**src/rtl/gfx_pkg.sv**
```systemverilog
// Shared encodings, widths and stage bundles for pixel_addr_gen.
// Build macro BILINEAR_EN: 4-tap bilinear; otherwise 1-tap nearest.
package gfx_pkg;

  localparam logic [1:0] MODE_ID    = 2'd0;
  localparam logic [1:0] MODE_TR    = 2'd1;
  localparam logic [1:0] MODE_ROT   = 2'd2;
  localparam logic [1:0] MODE_ROTTR = 2'd3;

  localparam int Q_FRAC  = 14;
  localparam int ONE_Q14 = 16384;
  localparam int FRAC_W  = 8;

  localparam logic [1:0] TAP_00 = 2'd0;
  localparam logic [1:0] TAP_10 = 2'd1;
  localparam logic [1:0] TAP_01 = 2'd2;
  localparam logic [1:0] TAP_11 = 2'd3;

`ifdef BILINEAR_EN
  localparam int N_TAPS = 4;
`else
  localparam int N_TAPS = 1;
`endif

  typedef struct packed {
    logic [10:0] xl;
    logic [9:0]  yl;
    logic [1:0]  mode;
    logic [15:0] cs;
    logic [15:0] sn;
    logic [11:0] tx;
    logic [10:0] ty;
  } xf_in_t;

  typedef struct packed {
    logic [9:0]        x;
    logic [9:0]        x1;
    logic [9:0]        y;
    logic [9:0]        y1;
    logic [FRAC_W-1:0] fx;
    logic [FRAC_W-1:0] fy;
    logic              oob;
  } xf_out_t;

  function automatic logic [9:0] clamp_c(
    input logic signed [31:0] v,
    input int                 hi
  );
    logic [9:0] r;
    if (v < 0)
      r = '0;
    else if (v > hi)
      r = 10'(hi);
    else
      r = v[9:0];
    return r;
  endfunction

endpackage

```
**src/rtl/coord_xform.sv**
```systemverilog
// coord_xform: S2 products and S3 sum/shift/clamp of the source coordinate.
// Build macro BILINEAR_EN keeps the fraction; otherwise integer is rounded.
module coord_xform
  import gfx_pkg::*;
#(
  parameter int FB_W = 800,
  parameter int FB_H = 600,
  parameter int CX   = 400,
  parameter int CY   = 300
) (
  input  logic    clk,
  input  logic    rst_n,
  input  logic    i_v,
  input  xf_in_t  i_d,
  output logic    o_v,
  output xf_out_t o_d
);

  logic signed [31:0] w_cs, w_sn, w_dx, w_dy;
  logic signed [31:0] r_cdx, r_sdy, r_sdx, r_cdy;
  logic               r_v2;
  logic [10:0]        r_xl;
  logic [9:0]         r_yl;
  logic [1:0]         r_mode;
  logic [11:0]        r_tx;
  logic [10:0]        r_ty;

  assign w_cs = 32'($signed(i_d.cs));
  assign w_sn = 32'($signed(i_d.sn));
  assign w_dx = $signed({21'b0, i_d.xl}) - CX;
  assign w_dy = $signed({22'b0, i_d.yl}) - CY;

  always_ff @(posedge clk or negedge rst_n) begin
    if (!rst_n) begin
      r_v2   <= 1'b0;
      r_cdx  <= '0;
      r_sdy  <= '0;
      r_sdx  <= '0;
      r_cdy  <= '0;
      r_xl   <= '0;
      r_yl   <= '0;
      r_mode <= MODE_ID;
      r_tx   <= '0;
      r_ty   <= '0;
    end else begin
      r_v2   <= i_v;
      r_cdx  <= w_cs * w_dx;
      r_sdy  <= w_sn * w_dy;
      r_sdx  <= w_sn * w_dx;
      r_cdy  <= w_cs * w_dy;
      r_xl   <= i_d.xl;
      r_yl   <= i_d.yl;
      r_mode <= i_d.mode;
      r_tx   <= i_d.tx;
      r_ty   <= i_d.ty;
    end
  end

  logic               w_rot, w_trn;
  logic signed [31:0] w_xs, w_ys, w_xr, w_yr, w_xi, w_yi;
  logic [9:0]         w_x, w_y;
  xf_out_t            w_o;

  assign w_rot = (r_mode == MODE_ROT) || (r_mode == MODE_ROTTR);
  assign w_trn = (r_mode == MODE_TR) || (r_mode == MODE_ROTTR);

  assign w_xs =
    (w_rot ? r_cdx - r_sdy + (CX <<< Q_FRAC)
           : $signed({7'b0, r_xl, 14'b0}))
    + (w_trn ? $signed({{6{r_tx[11]}}, r_tx, 14'b0})
             : 32'sd0);
  assign w_ys =
    (w_rot ? r_sdx + r_cdy + (CY <<< Q_FRAC)
           : $signed({8'b0, r_yl, 14'b0}))
    + (w_trn ? $signed({{7{r_ty[10]}}, r_ty, 14'b0})
             : 32'sd0);

`ifdef BILINEAR_EN
  assign w_xr = w_xs;
  assign w_yr = w_ys;
`else
  assign w_xr = w_xs + (32'sd1 <<< (Q_FRAC - 1));
  assign w_yr = w_ys + (32'sd1 <<< (Q_FRAC - 1));
`endif

  assign w_xi = w_xr >>> Q_FRAC;
  assign w_yi = w_yr >>> Q_FRAC;
  assign w_x  = clamp_c(w_xi, FB_W - 1);
  assign w_y  = clamp_c(w_yi, FB_H - 1);

  always_comb begin
    w_o     = '0;
    w_o.x   = w_x;
    w_o.y   = w_y;
    w_o.x1  = (w_x == 10'(FB_W - 1)) ? w_x : w_x + 10'd1;
    w_o.y1  = (w_y == 10'(FB_H - 1)) ? w_y : w_y + 10'd1;
    w_o.oob = (w_xi < 0) || (w_xi >= FB_W)
           || (w_yi < 0) || (w_yi >= FB_H);
`ifdef BILINEAR_EN
    w_o.fx  = w_xs[Q_FRAC-1 -: FRAC_W];
    w_o.fy  = w_ys[Q_FRAC-1 -: FRAC_W];
`endif
  end

  always_ff @(posedge clk or negedge rst_n) begin
    if (!rst_n) begin
      o_v <= 1'b0;
      o_d <= '0;
    end else begin
      o_v <= r_v2;
      o_d <= w_o;
    end
  end

endmodule

```
**src/rtl/pixel_addr_gen.sv**
```systemverilog
// pixel_addr_gen: look-ahead, frame shadow regs, address multiply, tap FSM.
// Build macro BILINEAR_EN: 4 taps/pixel with fractions; else 1 tap nearest.
module pixel_addr_gen
  import gfx_pkg::*;
#(
  parameter int H_TOTAL   = 1056,
  parameter int V_TOTAL   = 628,
  parameter int LOOKAHEAD = 11,
  parameter int FB_W      = 800,
  parameter int FB_H      = 600,
  parameter int CX        = 400,
  parameter int CY        = 300,
  parameter int ADDR_W    = 19
) (
  input  logic              clk,
  input  logic              reset,
  input  logic              pix_ce,
  input  logic [10:0]       hcount,
  input  logic [9:0]        vcount,
  input  logic [1:0]        mode,
  input  logic [15:0]       cos_q,
  input  logic [15:0]       sin_q,
  input  logic [11:0]       tx,
  input  logic [10:0]       ty,
  output logic [ADDR_W-1:0] addr,
  output logic              addr_valid,
  output logic [1:0]        tap_idx,
  output logic [7:0]        frac_x,
  output logic [7:0]        frac_y,
  output logic              oob,
  output logic              busy,
  output logic              overrun
);

  localparam logic [0:0] ST_IDLE  = 1'b0;
  localparam logic [0:0] ST_BURST = 1'b1;
  localparam logic [1:0] LAST_TAP = 2'(N_TAPS - 1);

  logic [11:0] w_hsum;
  logic        w_wrap, w_fs, w_hit;
  logic [10:0] w_xl;
  logic [9:0]  w_yn, w_yl;

  assign w_hsum = {1'b0, hcount} + 12'(LOOKAHEAD);
  assign w_wrap = w_hsum >= 12'(H_TOTAL);
  assign w_xl   = w_wrap ? 11'(w_hsum - 12'(H_TOTAL))
                         : w_hsum[10:0];
  assign w_yn   = (vcount == 10'(V_TOTAL - 1)) ? '0
                                                : vcount + 10'd1;
  assign w_yl   = w_wrap ? w_yn : vcount;
  assign w_fs   = pix_ce && (hcount == '0) && (vcount == '0);

  logic [1:0]  r_mode;
  logic [15:0] r_cos, r_sin;
  logic [11:0] r_tx;
  logic [10:0] r_ty;
  logic        r_s1_v, r_ovr;
  logic [1:0]  r_guard;
  xf_in_t      r_s1;

  // r_guard counts cycles until a new pixel can no longer cut a burst short
  assign w_hit = pix_ce && (r_guard != 2'd0);

  always_ff @(posedge clk or negedge reset) begin
    if (!reset) begin
      r_mode  <= MODE_ID;
      r_cos   <= 16'(ONE_Q14);
      r_sin   <= '0;
      r_tx    <= '0;
      r_ty    <= '0;
      r_s1_v  <= 1'b0;
      r_s1    <= '0;
      r_guard <= '0;
      r_ovr   <= 1'b0;
    end else begin
      if (w_fs) begin
        r_mode <= mode;
        r_cos  <= cos_q;
        r_sin  <= sin_q;
        r_tx   <= tx;
        r_ty   <= ty;
      end
      r_s1_v    <= pix_ce;
      r_s1.xl   <= w_xl;
      r_s1.yl   <= w_yl;
      r_s1.mode <= w_fs ? mode  : r_mode;
      r_s1.cs   <= w_fs ? cos_q : r_cos;
      r_s1.sn   <= w_fs ? sin_q : r_sin;
      r_s1.tx   <= w_fs ? tx    : r_tx;
      r_s1.ty   <= w_fs ? ty    : r_ty;
      if (pix_ce)
        r_guard <= LAST_TAP;
      else if (r_guard != 2'd0)
        r_guard <= r_guard - 2'd1;
      if (w_fs)
        r_ovr <= 1'b0;
      else if (w_hit)
        r_ovr <= 1'b1;
    end
  end

  logic    w_s3_v;
  xf_out_t w_s3;

  coord_xform #(
    .FB_W (FB_W),
    .FB_H (FB_H),
    .CX   (CX),
    .CY   (CY)
  ) u_xf (
    .clk   (clk),
    .rst_n (reset),
    .i_v   (r_s1_v),
    .i_d   (r_s1),
    .o_v   (w_s3_v),
    .o_d   (w_s3)
  );

  logic [ADDR_W-1:0] w_row0, w_row1, w_a0, w_an;
  logic [ADDR_W-1:0] r_row0, r_row1, r_x0, r_x1, r_addr;
  logic [0:0]        r_state;
  logic [1:0]        r_tap, w_tap_n;
  logic              r_valid, r_oob;
  logic [7:0]        r_fx, r_fy;

  assign w_row0  = ADDR_W'(w_s3.y) * ADDR_W'(FB_W);
  assign w_row1  = ADDR_W'(w_s3.y1) * ADDR_W'(FB_W);
  assign w_a0    = w_row0 + ADDR_W'(w_s3.x);
  assign w_tap_n = r_tap + 2'd1;

  always_comb begin
    w_an = r_row0 + r_x0;
    unique case (1'b1)
      (w_tap_n == TAP_10): w_an = r_row0 + r_x1;
      (w_tap_n == TAP_01): w_an = r_row1 + r_x0;
      (w_tap_n == TAP_11): w_an = r_row1 + r_x1;
      default:             w_an = r_row0 + r_x0;
    endcase
  end

  // a fresh S3 result always wins: the old burst stops at this tap boundary
  always_ff @(posedge clk or negedge reset) begin
    if (!reset) begin
      r_state <= ST_IDLE;
      r_tap   <= TAP_00;
      r_valid <= 1'b0;
      r_addr  <= '0;
      r_row0  <= '0;
      r_row1  <= '0;
      r_x0    <= '0;
      r_x1    <= '0;
      r_fx    <= '0;
      r_fy    <= '0;
      r_oob   <= 1'b0;
    end else if (w_s3_v) begin
      r_state <= ST_BURST;
      r_tap   <= TAP_00;
      r_valid <= 1'b1;
      r_addr  <= w_a0;
      r_row0  <= w_row0;
      r_row1  <= w_row1;
      r_x0    <= ADDR_W'(w_s3.x);
      r_x1    <= ADDR_W'(w_s3.x1);
      r_fx    <= w_s3.fx;
      r_fy    <= w_s3.fy;
      r_oob   <= w_s3.oob;
    end else if (r_state == ST_BURST) begin
      if (r_tap == LAST_TAP) begin
        r_state <= ST_IDLE;
        r_valid <= 1'b0;
      end else begin
        r_tap  <= w_tap_n;
        r_addr <= w_an;
      end
    end
  end

  assign addr       = r_addr;
  assign addr_valid = r_valid;
  assign tap_idx    = r_tap;
  assign frac_x     = r_fx;
  assign frac_y     = r_fy;
  assign oob        = r_oob;
  assign busy       = (r_state == ST_BURST);
  assign overrun    = r_ovr;

endmodule

```
**config.mk**
```make
export PLATFORM = sky130hd
export DESIGN_NAME = pixel_addr_gen
export DESIGN_NICKNAME = d
export VERILOG_FILES = /design/src/rtl/gfx_pkg.sv /design/src/rtl/coord_xform.sv /design/src/rtl/pixel_addr_gen.sv
export SDC_FILE = /design/constraint.sdc
export NUM_CORES = 2
export LEC_CHECK = 0
export CAP_MARGIN = 20
export CORE_MARGIN = 1
export CORE_UTILIZATION = 47
export CTS_BUF_LIST = sky130_fd_sc_hd__clkbuf_4
export DETAILED_ROUTE_END_ITERATION = 10
export PLACE_DENSITY = 0.63
export SKIP_LAST_GASP = 1
export SYNTH_ARGS = -nofsm -noshare
export SYNTH_HDL_FRONTEND = slang
export SYNTH_SLANG_ARGS = --single-unit
```
**constraint.sdc**
```tcl
create_clock -name clk -period 7.9 [get_ports clk]
set_clock_uncertainty 0.15 [all_clocks]
set_input_delay 1.58 -clock clk [delete_from_list [all_inputs] [get_ports clk]]
set_output_delay 1.58 -clock clk [all_outputs]
set_load 0.01 [all_outputs]
```
==> results.toml <==
[drt]
drc = 0
wire_per_inst_um = 17.8
drt_pass1_iterations = 5
drt-total-wl_um = 113000
postRouteAntennaNets = 0
vias_per_cell = 5.20
num_vias = 32950
drt_iter0_drc = 1802

[critical_path]
critPathMaxFanout = 9
start_kind = "register"
required_ns = 8.58
cp-end-kind = "register"
worstSetupPathType = "reg -> reg"
arrival_ns = 8.15
rrSetupSlack_ns = 0.43

[logic_synthesis]
synth_area_um2 = 46900
synth_edf_count = 0
syn_inst = 4856
yosysTopAreaCell = "fa_1"
synth_area_leaders = "fa_1 (30%), dfrtp_1 (19%), ha_1 (13%)"
synth_area_per_cell_um2 = 9.66
yosysWarnings = 0
synth_top_area_share_pct = 29.7
synth_cell_types = 87
synth_seq_area_share_pct = 18.9
async_flop_share_pct = 100
synth_common_cells = "inv_1 (886), fa_1 (695), ha_1 (469)"
yosys_register_bits = 354
synth_ff_type = "dfrtp_1"
synth.most_common_cell = "inv_1"

[clocking]
cts_sinks = 354
hold_buffers = 0
cts_setup_buffers = 0
cts_root_buf = "clkbuf_4"
cts_buffer_depth = 3
cts.clk_slew.worst_paths_ns = 0.06
h-tree-depth = 3
clk-insertion-delay-late_ns = 0.99
cts_tree = "built"
cts_inserted_buffers = 104

[placed_design]
dp_hpwl_um = 90700
port_buffers = 105
gp_congestion = 0.883
dpl_cell_area_um2 = 49600

[timing]
drv_slew = 0
fmax_mhz = 134
fin_crit_ns = 7.47
fin_crit_sh_pct = 94.6
maxSlewHeadroom_pct = 28.5
fin_setup_tns_ns = 0
finalHoldViolCount = 0
fin_worst_hold_slack_ns = 0.171
rsz0062_at_grt = "false"
setup_violations = 0
worst_pin_slew_ns = 1.07

[final_layout]
nets = 6214
area_delta_synth_final_pct = 8.54
drive_above_1_share_pct = 8.84
design_area_um2 = 50900
fin_util_pct = 51.6

[global_routing]
grt_first_pass_wirelength_um = 185000
antenna_found_initial = 14
grt_overflow = 0
grtUsageTotal_pct = 23.1
grt_start_max_net_pins = 147
grt_pass1_vias = 34247

[floorplan]
initial_core_util_pct = 47.6
die_w_um = 318
row_count = 115
die_y_um = 318
coreArea_um2 = 98600
ios = 122
die-area_um2 = 101000

[power_and_ir_drop]
leakage_nw = 24.5
vdd_drop_max_mv = 0.103
power_mw = 6.43
power.density_nw_per_um2 = 126

[worst_hold_path]
worstHoldPathType = "reg -> reg"

[job]
max-cap-violations = 0

[status]
outcome = "completed"
registers in the layout, indices dropped and copies added, names as in the netlist, 12 cells and up:
name        cells
r_s1           77
u_xf.o_d       41
u_xf.r_cdx     28
u_xf.r_sdx     28
u_xf.r_cdy     27
u_xf.r_sdy     27
addr           19
r_row0         14
r_row1         14
u_xf.r_tx      12
layout make-up:
| cell class | instances | area [um^2] |
|---|---|---|
| clock buffer | 150 | 1130 |
| fill | 9036 | 47700 |
| timing repair buffer | 187 | 1710 |
| inverter | 887 | 3330 |
| sequential | 354 | 8860 |
| multi-input combinational | 3435 | 34100 |
| clock inverter | 31 | 191 |
| tap | 1287 | 1610 |
| antenna | 7 | 17.5 |
path summary, 6_finish.rpt:
check,startpoint,end,cells after the start
max,r_s1[59]$_DFF_PN0_,u_xf.r_cdy[25]$_DFF_PN0_,26
min,r_s1[1]$_DFFE_PN0P_,u_xf.r_ty[1]$_DFF_PN0_,0
max reg2reg,r_s1[59]$_DFF_PN0_,u_xf.r_cdy[25]$_DFF_PN0_,26
min reg2reg,r_s1[1]$_DFFE_PN0P_,u_xf.r_ty[1]$_DFF_PN0_,0
max in group asynchronous,reset,u_xf.r_cdy[23]$_DFF_PN0_,2
min in group asynchronous,reset,addr[16]$_DFFE_PN0P_,1
per-layer routing:
metal	vias to the layer above	share of wire (%)	track usage (%)
met1	16570	45	32.0
met5	-	0.024	0
met2	721	47	37.7
met3	162	5.5	2.99
met4	4	2.9	6.94
li1	15493	-	-
worst max-delay path, stage by stage, from the launching register on:
cell       delay, ns
dfrtp_1         0.42
ha_1            0.25
o21ai_0         0.48
nand2_1         0.22
xor2_2          0.17
buf_4           0.22
buf_4           0.20
nand2_1         0.10
fa_1            0.50
fa_1            0.50
inv_1           0.06
fa_1            0.48
inv_1           0.05
fa_1            0.47
inv_1           0.05
fa_1            0.43
ha_1            0.36
and3_1          0.22
a2111oi_0       0.56
buf_4           0.21
o31a_1          0.20
a211oi_1        0.10
a21oi_1         0.23
nor2b_1         0.08
o21a_1          0.19
o41ai_1         0.31
xnor2_1         0.17
per-stage QoR:
step,worst slack (ns),instances
after global routing,0.0403,6336
after floorplan,0.966,4871
after detailed placement,0.476,6150
final,0.430,6338
after CTS,0.422,6331
after global placement,0.578,6149
power by group:
group	switching [mW]	internal, mW	total, mW
sequential	0.221	2.03	2.25
clock	0.892	0.911	1.80
combinational	1.32	1.06	2.38
cell families after synthesis:
family | count (synthesis) | synth area share [%]
other | 1 | 0.00800
muxes | 153 | 3.61
DFF | 354 | 18.9
and+or+nand+nor | 1297 | 14.1
AOI/OAI and AO/OA | 538 | 7.41
buffers and inverters | 1082 | 8.82
adders and majority gates | 1164 | 42.2
xor gates and xnor gates | 267 | 5.03
timing repair:
action	in CTS	in global routing
gates resized for setup	0	1
endpoints found under the setup margin	0	5
endpoints found under the hold margin	0	0
placed cells by master, fill, tap and decap left out, types with 16 or more instances in the layout:
cell             count
a211oi_1            27
a21o_1              52
a21oi_1            172
a31oi_1             18
and2_1             293
and3_1              22
buf_4               79
clkbuf_4           150
clkdlybuf4s50_1    104
clkinv_1            20
conb_1              16
dfrtp_1            352
fa_1               695
ha_1               469
inv_1              886
mux2_2             126
mux2i_1             26
nand2_1            436
nand2b_1           110
nand3_1             52
nand4_1             17
nor2_1             158
nor2b_1             70
nor3_1              37
o21a_1              23
o21ai_0            102
o21bai_1            23
or2_2               37
or3_1               20
xnor2_1            181
xor2_1              74
(Power assumes the default switching activity.)
